===== src/rtl/button_debouncer_if.sv =====
// Pin-side bundle of the button debouncer: raw button level in,
// debounced level and rejected-transition count out.
interface button_debouncer_if;
   logic       i_data;
   logic       o_level;
   logic [7:0] o_bounce_cnt;

   modport master (
      output i_data,
      input  o_level,
      input  o_bounce_cnt
   );

   modport slave (
      input  i_data,
      output o_level,
      output o_bounce_cnt
   );
endinterface


===== src/rtl/button_debouncer.sv =====
// Single-channel push-button debouncer: two-flop synchronizer feeding a
// four-state candidate FSM with a stability counter and bounce statistics.
module button_debouncer #(
   parameter int DEBOUNCE_CYCLES = 500000,
   parameter int CNT_WIDTH       = 19
) (
   input  logic               i_clk,
   input  logic               i_rst,
   button_debouncer_if.slave  bus
);

   typedef enum logic [1:0] {
      S_LOW  = 2'd0,
      S_RISE = 2'd1,
      S_HIGH = 2'd2,
      S_FALL = 2'd3
   } state_t;

   localparam logic [CNT_WIDTH-1:0] CNT_LAST = CNT_WIDTH'(DEBOUNCE_CYCLES - 1);

   logic                 sync0_r;
   logic                 sync1_r;
   state_t               state_r;
   state_t               state_nxt_s;
   logic [CNT_WIDTH-1:0] cnt_r;
   logic [CNT_WIDTH-1:0] cnt_nxt_s;
   logic                 bounce_inc_s;
   logic [7:0]           bounce_r;
   logic                 level_r;
   logic                 level_nxt_s;

   function automatic logic [7:0] sat_inc8(input logic [7:0] v);
      return (v == 8'hFF) ? v : (v + 8'd1);
   endfunction

   // Bring the asynchronous pin into the clock domain.
   always_ff @(posedge i_clk or posedge i_rst) begin
      if (i_rst) begin
         sync0_r <= 1'b0;
         sync1_r <= 1'b0;
      end else begin
         sync0_r <= bus.i_data;
         sync1_r <= sync0_r;
      end
   end

   // Next-state, counter and bounce decisions; a reversion wins over the terminal count.
   always_comb begin
      state_nxt_s  = state_r;
      cnt_nxt_s    = cnt_r;
      bounce_inc_s = 1'b0;
      case (state_r)
         S_LOW: begin
            if (sync1_r) begin
               state_nxt_s = S_RISE;
               cnt_nxt_s   = {CNT_WIDTH{1'b0}};
            end else begin
               state_nxt_s = S_LOW;
            end
         end
         S_RISE: begin
            if (!sync1_r) begin
               state_nxt_s  = S_LOW;
               bounce_inc_s = 1'b1;
            end else if (cnt_r == CNT_LAST) begin
               state_nxt_s = S_HIGH;
            end else begin
               cnt_nxt_s = cnt_r + {{(CNT_WIDTH-1){1'b0}}, 1'b1};
            end
         end
         S_HIGH: begin
            if (!sync1_r) begin
               state_nxt_s = S_FALL;
               cnt_nxt_s   = {CNT_WIDTH{1'b0}};
            end else begin
               state_nxt_s = S_HIGH;
            end
         end
         S_FALL: begin
            if (sync1_r) begin
               state_nxt_s  = S_HIGH;
               bounce_inc_s = 1'b1;
            end else if (cnt_r == CNT_LAST) begin
               state_nxt_s = S_LOW;
            end else begin
               cnt_nxt_s = cnt_r + {{(CNT_WIDTH-1){1'b0}}, 1'b1};
            end
         end
         default: begin
            state_nxt_s = S_LOW;
            cnt_nxt_s   = {CNT_WIDTH{1'b0}};
         end
      endcase
      level_nxt_s = (state_nxt_s == S_HIGH) || (state_nxt_s == S_FALL);
   end

   // State, counter and registered outputs.
   always_ff @(posedge i_clk or posedge i_rst) begin
      if (i_rst) begin
         state_r  <= S_LOW;
         cnt_r    <= {CNT_WIDTH{1'b0}};
         bounce_r <= 8'd0;
         level_r  <= 1'b0;
      end else begin
         state_r  <= state_nxt_s;
         cnt_r    <= cnt_nxt_s;
         level_r  <= level_nxt_s;
         if (bounce_inc_s) begin
            bounce_r <= sat_inc8(bounce_r);
         end else begin
            bounce_r <= bounce_r;
         end
      end
   end

   assign bus.o_level      = level_r;
   assign bus.o_bounce_cnt = bounce_r;

endmodule


===== src/flat_wrapper.sv =====
// flat-port wrapper written by rule: the top's interface ports become plain ports
module button_debouncer_flat 
#(
   parameter int DEBOUNCE_CYCLES = 500000,
   parameter int CNT_WIDTH       = 19
)
  (i_clk, i_rst, bus_i_data, bus_o_level, bus_o_bounce_cnt);
  button_debouncer_if bus_i ();
  input  logic i_clk;
  input  logic i_rst;
  input wire logic [$bits(bus_i.i_data)-1:0] bus_i_data;
  output wire logic [$bits(bus_i.o_level)-1:0] bus_o_level;
  output wire logic [$bits(bus_i.o_bounce_cnt)-1:0] bus_o_bounce_cnt;
  assign bus_i.i_data = bus_i_data;
  assign bus_o_level = bus_i.o_level;
  assign bus_o_bounce_cnt = bus_i.o_bounce_cnt;
  button_debouncer #(.DEBOUNCE_CYCLES(DEBOUNCE_CYCLES), .CNT_WIDTH(CNT_WIDTH)) u_core (.i_clk(i_clk), .i_rst(i_rst), .bus(bus_i));
endmodule

===== config.mk =====
export PLATFORM = sky130hd
export DESIGN_NAME = button_debouncer_flat
export DESIGN_NICKNAME = d
export VERILOG_FILES = /design/src/rtl/button_debouncer_if.sv /design/src/rtl/button_debouncer.sv /design/src/flat_wrapper.sv
export SDC_FILE = /design/constraint.sdc
export NUM_CORES = 1
export LEC_CHECK = 0
export BUFFER_PORTS_ARGS = -buffer_cell sky130_fd_sc_hd__clkbuf_2
export CAP_MARGIN = 5
export CORE_ASPECT_RATIO = 1.4
export CORE_MARGIN = 4
export CORE_UTILIZATION = 40
export CTS_CLUSTER_SIZE = 40
export DETAILED_ROUTE_END_ITERATION = 10
export PLACE_DENSITY_LB_ADDON = 0.1
export SLEW_MARGIN = 25
export SYNTH_ARGS = -nofsm -noshare
export SYNTH_HDL_FRONTEND = slang
export SYNTH_SLANG_ARGS = --single-unit

===== constraint.sdc =====
create_clock -name i_clk -period 2.7 [get_ports i_clk]
set_input_delay 0.405 -clock i_clk [delete_from_list [all_inputs] [get_ports i_clk]]
set_output_delay 0.405 -clock i_clk [all_outputs]
set_load 0.005 [all_outputs]

==> results of run 1 <==
## synthesized netlist by cell type, types with 3 or more instances
| cell | count | area share (%) |
|---|---|---|
| a21oi_1 | 3 | 0.88 |
| a31oi_1 | 6 | 2.2 |
| and2_1 | 3 | 1.1 |
| and3_1 | 4 | 1.5 |
| buf_2 | 3 | 0.88 |
| dfrtp_1 | 32 | 47 |
| inv_1 | 5 | 1.1 |
| mux2_2 | 3 | 2.0 |
| mux2i_1 | 4 | 2.3 |
| nand2_1 | 18 | 3.9 |
| nand3_1 | 10 | 2.9 |
| nand4_1 | 13 | 4.8 |
| nor2_1 | 7 | 1.5 |
| nor3_1 | 4 | 1.2 |
| o211ai_1 | 4 | 1.8 |
| o21ai_0 | 4 | 1.2 |
| o2bb2ai_1 | 3 | 1.5 |
| or3_1 | 4 | 1.5 |
| or4_1 | 3 | 1.3 |
| xnor2_1 | 6 | 3.1 |
| xor2_1 | 3 | 1.5 |
## metrics by stage
| step | instances | hold WS [ns] | area (um2) | setup slack [ns] | total power (uW) |
|---|---|---|---|---|---|
| 3_3_place_gp | 219 | 0.333 | 1780 | 0.584 | 803 |
| 6_report | 226 | 0.181 | 1880 | 0.534 | 1190 |
| 2_1_floorplan | 170 | 0.331 | 1710 | 0.795 | 722 |
| 5_1_grt | 226 | 0.219 | 1880 | 0.388 | 1260 |
| 4_1_cts | 226 | 0.197 | 1880 | 0.522 | 1200 |
| 3_5_place_dp | 219 | 0.348 | 1780 | 0.546 | 808 |
## registers in the layout (all words and copies together), names as in the netlist
name / flops
u_core.cnt_r: 19
u_core.bus.o_bounce_cnt: 8
u_core.state_r: 2
u_core.bus.o_level: 1
u_core.sync0_r: 1
u_core.sync1_r: 1
## metal layers
layer  track usage [%]  vias up
li1                  -      664
met1              17.9      656
met2              26.2       31
met3              3.44       12
met4              8.06        0
met5                 0        -
## logic make-up (layout without fill, tap and decap cells)
kind of cell / Yosys count / in the layout / synth area share (%)
xor+xnor: 9 / 9 / 4.61
flops: 32 / 32 / 46.8
simple gates: 75 / 75 / 24.4
fa+ha+maj: 2 / 2 / 1.46
mux: 7 / 7 / 4.32
buf+inv: 14 / 27 / 4.83
compound gates: 31 / 31 / 13.5
## cell usage in the layout (no fill, tap or decap), types with 5 or more instances in the layout
cell      instances
clkbuf_8          7
nor2_1            7
xnor2_1           6
nand3_1          10
a31oi_1           6
nand2_1          18
dfrtp_1          32
nand4_1          13
inv_1             5
clkbuf_2         11
## path summary, 6_finish.rpt
check / startpoint / end / cells after the start
setup reg to reg: u_core.cnt_r[0] / u_core.state_r[1] / 5
hold / removal: i_rst / u_core.state_r[0] / 3
setup / recovery: u_core.cnt_r[0] / u_core.state_r[1] / 5
max in group asynchronous: i_rst / u_core.cnt_r[18] / 3
min in group i_clk: bus_i_data / u_core.sync0_r / 1
hold reg to reg: u_core.sync0_r / u_core.sync1_r / 0
## where the power goes
| part | internal, uW | switching [uW] |
|---|---|---|
| Clock | 227 | 170 |
| Sequential | 538 | 77.5 |
| Combinational | 91.1 | 89.0 |
| Total | 856 | 337 |
## worst max-delay path: stages, from the launching register on
cell     delay (ns)
dfrtp_1        0.41
ha_1           0.35
nand3_1        0.17
or4_4          0.53
nor2_1         0.22
mux2_2         0.36
## layout make-up
| cell class | count | area [um2] |
|---|---|---|
| inverter | 6 | 25.0 |
| tap | 43 | 53.8 |
| sequential | 32 | 801 |
| timing repair buffer | 14 | 77.6 |
| clock buffer | 7 | 96.3 |
| multi-input combinational | 124 | 827 |
| fill | 405 | 2140 |
==> flow_summary.yaml, run 1 <==
status:
  outcome: "finished clean"
floorplanning:
  die_w_um: 63.3
  core_area_um2: 4020
  num_rows: 27
  start_util_pct: 42.5
  fp.dieH_um: 85.4
  boundaryPins: 12
  fp.dieArea_um2: 5400
finish:
  syn_to_final_growth_pct: 9.95
  diodes: 0
  nNetsFinal: 188
  final_core_util_pct: 46.8
  drive_above_1_share_pct: 16.9
clocking:
  htree_levels: 2
  clkLatencyLatePin_ns: 0.28
  clk_path_buf_depth: 2
  cts_sinks: 32
  ctsHoldBuffers: 0
  numCtsBuffers: 5
  cts-resized-gates: 0
  clockRootBuffer: "clkbuf_8"
  cts_tree: "done"
  postCtsSetupBuffers: 0
  clk_pin_slew_ns: 0.07
placement:
  gp_congestion: 0.863
  place_hpwl_um: 2600
  place.port_buffers: 11
timing:
  hold_viol_final: 0
  rsz0062_at_grt: "false"
  slew_headroom_pct: 60.0
  timing.final.crit_share_pct: 80.2
  fmax_ghz: 0.462
  fin_setup_tns_ns: 0
  worstMarginPinSlew_ns: 0.596
  period_needed_ns: 2.17
  slew_violations: 0
  report.final.setup_viol: 0
  skew_ns: 0.00492
detailed_routing:
  viasPerCell: 6.03
  antenna_left: 0
  wl_met2_um: 1810
  first_iter_violations: 76
  wl_per_cell_um: 16.2
  dr.pass1.iters: 4
  routed.top_layer: "met4"
  wl_um: 3670
  dr_wl_met3_um: 147
  via_count: 1363
  drt_drc_violations_left: 0
  wl_met1_um: 1590
synthesis:
  synth_area_um2: 1710
  ys_warn_count: 0
  ys_types: 44
  syn_area_per_cell_um2: 10.1
  synth_ff_type: "dfrtp_1"
  ys_ff_latch: 32
  synth_edf_count: 0
  syn_nets: 175
  yosysSeqAreaShare_pct: 46.8
  synth_cells: 170
  async_flop_share_pct: 100
run:
  maxCapViolCount: 0
global_routing:
  grt_max_degree: 33
  antenna_found_initial: 0
  grt_pass1_wl_um: 6560
  gr-usage-all-layers_pct: 15.4
  grt_pass1_vias: 1396
  grt-ovfl-total: 0
power:
  ir_worst_vdd_v: 0.000410
  power.leakage_uw: 0.000826
  p_per_area_nw_per_um2: 634
setup_path:
  crit_path_end_kind: "register"
  worstPathArrival_ns: 2.33
  worst-setup-path-type: "reg -> reg"
  start_kind: "register"
  cp_max_fo: 8
  critPathRequiredTime_ns: 2.87
  rrSetupSlack_ns: 0.53
min_path:
  hold_class: "in -> async"
No activity file was read; power rests on OpenSTA's default activity.
==> inputs of run 2 (changes only) <==
- ABC_AREA: default -> 1
- clock period: 2.7 -> 2.1 ns (I/O delays scaled with it)
==> run 2 against run 1 <==
Against the previous run: count of clock-buffer cells in the layout unchanged; combinational power increased by 23%; utilization increased by 0.18 points; sequential power increased by 21%; power increased by 36%; synthesized cell count increased by 55%; global-route usage increased by 0.58 points; worst hold slack got worse by 0.092 ns; register-to-register slack got worse by 0.18 ns; non-clock buffer count unchanged; sequential share of layout area decreased by 5.9 points; clock power increased by 64%; critical path type unchanged; largest cell class unchanged; highest routed layer unchanged.
==> flow_summary.yaml, run 2 <==
global_routing:
  antenna_found_initial: 0
  grt-ovfl-total: 0
  grt_pass1_vias: 1701
  gr-usage-all-layers_pct: 16.0
  grt_pass1_wl_um: 7550
  grt_max_degree: 33
finish:
  nNetsFinal: 284
  final_cell_mix: "nand2_1 (84), dfrtp_1 (32), nor2_1 (29)"
  final_area_um2: 2180
  diodes: 0
  layout_commonest_cell: "nand2_1"
  largest_register_ffs: 19
  largest_register: "u_core.cnt_r"
  drive_above_1_share_pct: 14.6
  final_cell_count_no_fill: 342
  syn_to_final_growth_pct: 10.8
synthesis:
  yosys-top-cells-area: "dfrtp_1 (41%), nand2_1 (16%), nor2_1 (5.5%)"
  yosysMostFrequentCell: "nand2_1"
  synth_edf_count: 0
  synth_cells: 264
  ys_ff_latch: 32
  ys_warn_count: 0
  synth_top_area_share_pct: 40.7
  synth_ff_type: "dfrtp_1"
  synth_common_cells: "nand2_1 (84), dfrtp_1 (32), nor2_1 (29)"
  synth_area_um2: 1970
  async_flop_share_pct: 100
  ys_types: 29
  yosysSeqAreaShare_pct: 40.7
  syn_nets: 269
  synth_top_area_cell: "dfrtp_1"
  syn_area_per_cell_um2: 7.46
timing:
  slew_headroom_pct: 72.7
  slew_violations: 0
  timing.final.crit_share_pct: 83.1
  report.final.setup_viol: 0
  rsz0062_at_grt: "false"
  fmax_ghz: 0.573
  finalWorstSetupSlack_ns: 0.355
  fin_setup_tns_ns: 0
  hold_viol_final: 0
  worstMarginPinSlew_ns: 0.410
  skew_ns: 0.00627
  period_needed_ns: 1.74
clocking:
  postCtsSetupBuffers: 0
  clk_path_buf_depth: 2
  numCtsBuffers: 5
  cts_tree: "done"
  htree_levels: 2
  clockRootBuffer: "clkbuf_8"
  cts_sinks: 32
  clkLatencyLatePin_ns: 0.28
  ctsHoldBuffers: 0
  cts-resized-gates: 0
  clk_pin_slew_ns: 0.07
power:
  power_frac_seq_pct: 46.1
  intPower_uw: 1190
  power_switching_share_pct: 26.6
  p_clk_share_pct: 40.1
  p_comb_share_pct: 13.7
  p_per_area_nw_per_um2: 742
  power.leakage_uw: 0.000949
  power.switching_uw: 430
  ir_worst_vdd_v: 0.000379
setup_path:
  reg2reg_to: "u_core.cnt_r[9]"
  cp_max_fo: 26
  critPathRequiredTime_ns: 2.27
  worst-r2r-cell-count: 9
  reg2reg_from: "u_core.cnt_r[0]"
  crit_path_end_kind: "register"
  worst-setup-path-type: "reg -> reg"
  start_kind: "register"
  rrSetupSlack_ns: 0.36
  startpoint: "u_core.cnt_r[0]"
  worstPathArrival_ns: 1.91
detailed_routing:
  wl_um: 4190
  antenna_left: 0
  dr.pass1.iters: 4
  viasPerCell: 4.86
  wl_per_cell_um: 12.3
  via_count: 1662
  drt_drc_violations_left: 0
  first_iter_violations: 73
placement:
  place_hpwl_um: 3260
  gp_congestion: 0.862
  preCtsSetupSlack_ns: 0.354
  place.port_buffers: 11
  place_inst: 334
  placed_cell_area_um2: 2050
floorplanning:
  die_w_um: 67.3
  fp.dieH_um: 91.0
  boundaryPins: 12
  num_rows: 29
  fp.dieArea_um2: 6120
  start_util_pct: 42.4
  core_area_um2: 4640
run:
  maxCapViolCount: 0
status:
  outcome: "finished clean"
min_path:
  hold_class: "in -> async"
[run 2: final cells by class]
| type | count | area [um2] |
|---|---|---|
| flip-flops and latches | 32 | 801 |
| multi-input cells | 196 | 978 |
| inverters | 30 | 120 |
| well taps | 62 | 77.6 |
| clock buffers | 7 | 96.3 |
| repair buffers | 14 | 77.6 |
| clock inverters | 1 | 30.0 |
| fillers | 525 | 2460 |
[run 2: worst max path at each step]
stage	end	slack, ns	depth (start not counted)
after floorplan	u_core.cnt_r[9]	0.56	10
after global routing	u_core.cnt_r[15]	0.21	9
after CTS	u_core.cnt_r[9]	0.34	9
after global placement	u_core.cnt_r[9]	0.38	9
after detailed placement	u_core.cnt_r[6]	0.35	9
final	u_core.cnt_r[9]	0.36	9
[run 2: worst max-delay path, cell delays in order, from the launching register on]
cell and delay, ns:
dfrtp_1 0.42, ha_1 0.28, nand2_2 0.09, inv_1 0.06, nand4_2 0.12, nor2_4 0.06, nor2_4 0.31, inv_8 0.14
nand2_1 0.10, o21ai_2 0.05
[run 2: through the flow]
stage	hold slack, ns	power [uW]	util [%]
2_1_floorplan	0.331	902	-
3_3_place_gp	0.332	986	44.2
3_5_place_dp	0.337	988	44.2
4_1_cts	0.100	1650	47.0
5_1_grt	0.135	1730	47.0
6_report	0.0893	1620	47.0
[run 2: layer usage]
layer | track usage, % | vias to the layer above | share of wire, %
met5 | 0 | - | 0
met1 | 16.4 | 763 | 40
met2 | 29.5 | 20 | 55
met3 | 3.58 | 8 | 2.5
met4 | 7.28 | 0 | 2.4
li1 | - | 871 | -
[run 2: kinds of logic (layout without fill, tap and decap cells)]
group                    after synthesis  after routing  synth area share [%]
XOR/XNOR                              11             11                  4.90
buffers and inverters                 36             52                  9.60
adder cells (fa/ha/maj)                2              2                  1.27
AO/OA/AOI/OAI                         27             27                  8.52
AND/OR/NAND/NOR                      156            156                  35.0
flip-flops                            32             32                  40.7
[run 2: power by group through the flow]
stage	Combinational, uW	Sequential [uW]	Clock [uW]
after floorplan	155	747	0
after global placement	226	760	0
after detailed placement	229	760	0
after CTS	230	748	675
after global routing	263	765	705
final	222	747	650
==> inputs of run 3 (changes only) <==
- clock period: 2.1 -> 1.62 ns (I/O delays scaled with it)
==> run 3 against run 2 <==
Against the previous run: sequential cell count unchanged; first-iteration DRC count rose by 44%; via count up 0.36%; sequential share of layout area down 0.67 points; register-to-register slack worse by 0.21 ns; final area increased by 2.0%; worst setup slack worse by 0.21 ns; cell count increased by 1.8%; utilization is 0.94 points higher; clock skew grew 0.0029 ns; non-clock buffer count up 7; clock power increased by 4.0%; critical endpoint is now u_core.cnt_r[0]; largest cell class unchanged; highest routed layer unchanged.
==> flow_summary.yaml, run 3 (synthesis gave the netlist of run 2 again) <==
timing:
  report.final.setup_viol: 0
  timing.final.crit_share_pct: 91.0
  slew_violations: 0
  period_needed_ns: 1.47
  fin_setup_tns_ns: 0
  slew_headroom_pct: 71.9
  worstMarginPinSlew_ns: 0.421
  fmax_ghz: 0.678
  rsz0062_at_grt: "false"
  hold_viol_final: 0
  finalWorstSetupSlack_ns: 0.146
  skew_ns: 0.00914
global_routing:
  grt_pass1_vias: 1712
  gr-usage-all-layers_pct: 17.2
  grt_pass1_wl_um: 8110
  antenna_found_initial: 0
  grt_max_degree: 33
  grt-ovfl-total: 0
clocking:
  clk_pin_slew_ns: 0.07
  ctsHoldBuffers: 0
  htree_levels: 2
  cts-resized-gates: 0
  clockRootBuffer: "clkbuf_8"
  clkLatencyLatePin_ns: 0.28
  numCtsBuffers: 5
  clk_path_buf_depth: 2
  cts_tree: "done"
  cts_sinks: 32
  postCtsSetupBuffers: 0
floorplanning:
  core_area_um2: 4640
  num_rows: 29
  die_w_um: 67.3
  fp.dieArea_um2: 6120
  fp.dieH_um: 91.0
  start_util_pct: 42.4
  boundaryPins: 12
placement:
  gp_congestion: 0.884
  placed_cell_area_um2: 2120
  place_hpwl_um: 3360
  place.port_buffers: 11
  preCtsSetupSlack_ns: 0.0716
detailed_routing:
  first_iter_violations: 105
  drt_drc_violations_left: 0
  wl_um: 4440
  via_count: 1668
  dr.pass1.iters: 4
  wl_per_cell_um: 12.8
  viasPerCell: 4.79
  antenna_left: 0
finish:
  drive_above_1_share_pct: 17.5
  nNetsFinal: 291
  final_cell_mix: "nand2_1 (84), dfrtp_1 (31), nor2_1 (28)"
  largest_register: "u_core.cnt_r"
  final_area_um2: 2220
  layout_commonest_cell: "nand2_1"
  syn_to_final_growth_pct: 13.0
  largest_register_ffs: 19
  final_core_util_pct: 47.9
  diodes: 0
run:
  maxCapViolCount: 0
setup_path:
  worstPathArrival_ns: 1.68
  start_kind: "register"
  cp_max_fo: 12
  critPathRequiredTime_ns: 1.83
  crit_path_end_kind: "register"
  worst-setup-path-type: "reg -> reg"
power:
  power.leakage_uw: 0.000973
  p_per_area_nw_per_um2: 889
  ir_worst_vdd_v: 0.000595
  total_power_uw: 1980
min_path:
  hold_class: "in -> async"
status:
  outcome: "finished clean"
## run 3: cell count changes in the layout (fill, tap and decap cells not counted), sizes merged
cell,before,now
bufinv,1,0
buf,3,10
## run 3: layout make-up
class                   instances  area, um2
clock buffers                   7       96.3
fillers                       496       2420
inverters                      30        123
multi-input cells             196        983
flip-flops and latches         32        802
well taps                      62       77.6
repair buffers                 21        143
## run 3: metal layers
| metal | GRT usage, % | vias to the layer above | share of wire, % |
|---|---|---|---|
| li1 | - | 879 | - |
| met1 | 20.1 | 758 | 42 |
| met2 | 29.0 | 22 | 53 |
| met3 | 3.58 | 9 | 2.8 |
| met4 | 8.12 | 0 | 2.6 |
| met5 | 0 | - | 0 |
## run 3: path summary, 6_finish.rpt
check                      depth (start not counted)                         end  slack [ns]            start
max in group asynchronous                          3  u_core.bus.o_bounce_cnt[1]        1.28            i_rst
setup / recovery                                   9             u_core.cnt_r[0]        0.15  u_core.cnt_r[1]
hold reg to reg                                    0              u_core.sync1_r        0.35   u_core.sync0_r
min in group i_clk                                 1              u_core.sync0_r        0.07       bus_i_data
setup reg to reg                                   9             u_core.cnt_r[0]        0.15  u_core.cnt_r[1]
hold / removal                                     3            u_core.cnt_r[18]        0.02            i_rst
## run 3: worst max-delay path: stages, from the launching register on
cell	delay, ns
dfrtp_1	0.40
ha_1	0.22
nand2_2	0.08
inv_1	0.06
nand4_2	0.11
nor2_4	0.06
nor2_4	0.19
buf_12	0.16
nand3_1	0.06
o21ai_1	0.07
## run 3: through the flow
stage,hold slack (ns),std cells
6_report,0.0206,348
5_1_grt,0.0577,348
4_1_cts,0.0396,348
3_5_place_dp,0.336,341
3_3_place_gp,0.333,341
2_1_floorplan,0.274,264
## run 3: power by group
group | switching, uW | internal (uW)
combinational | 187 | 156
clock | 297 | 378
sequential | 84.6 | 875
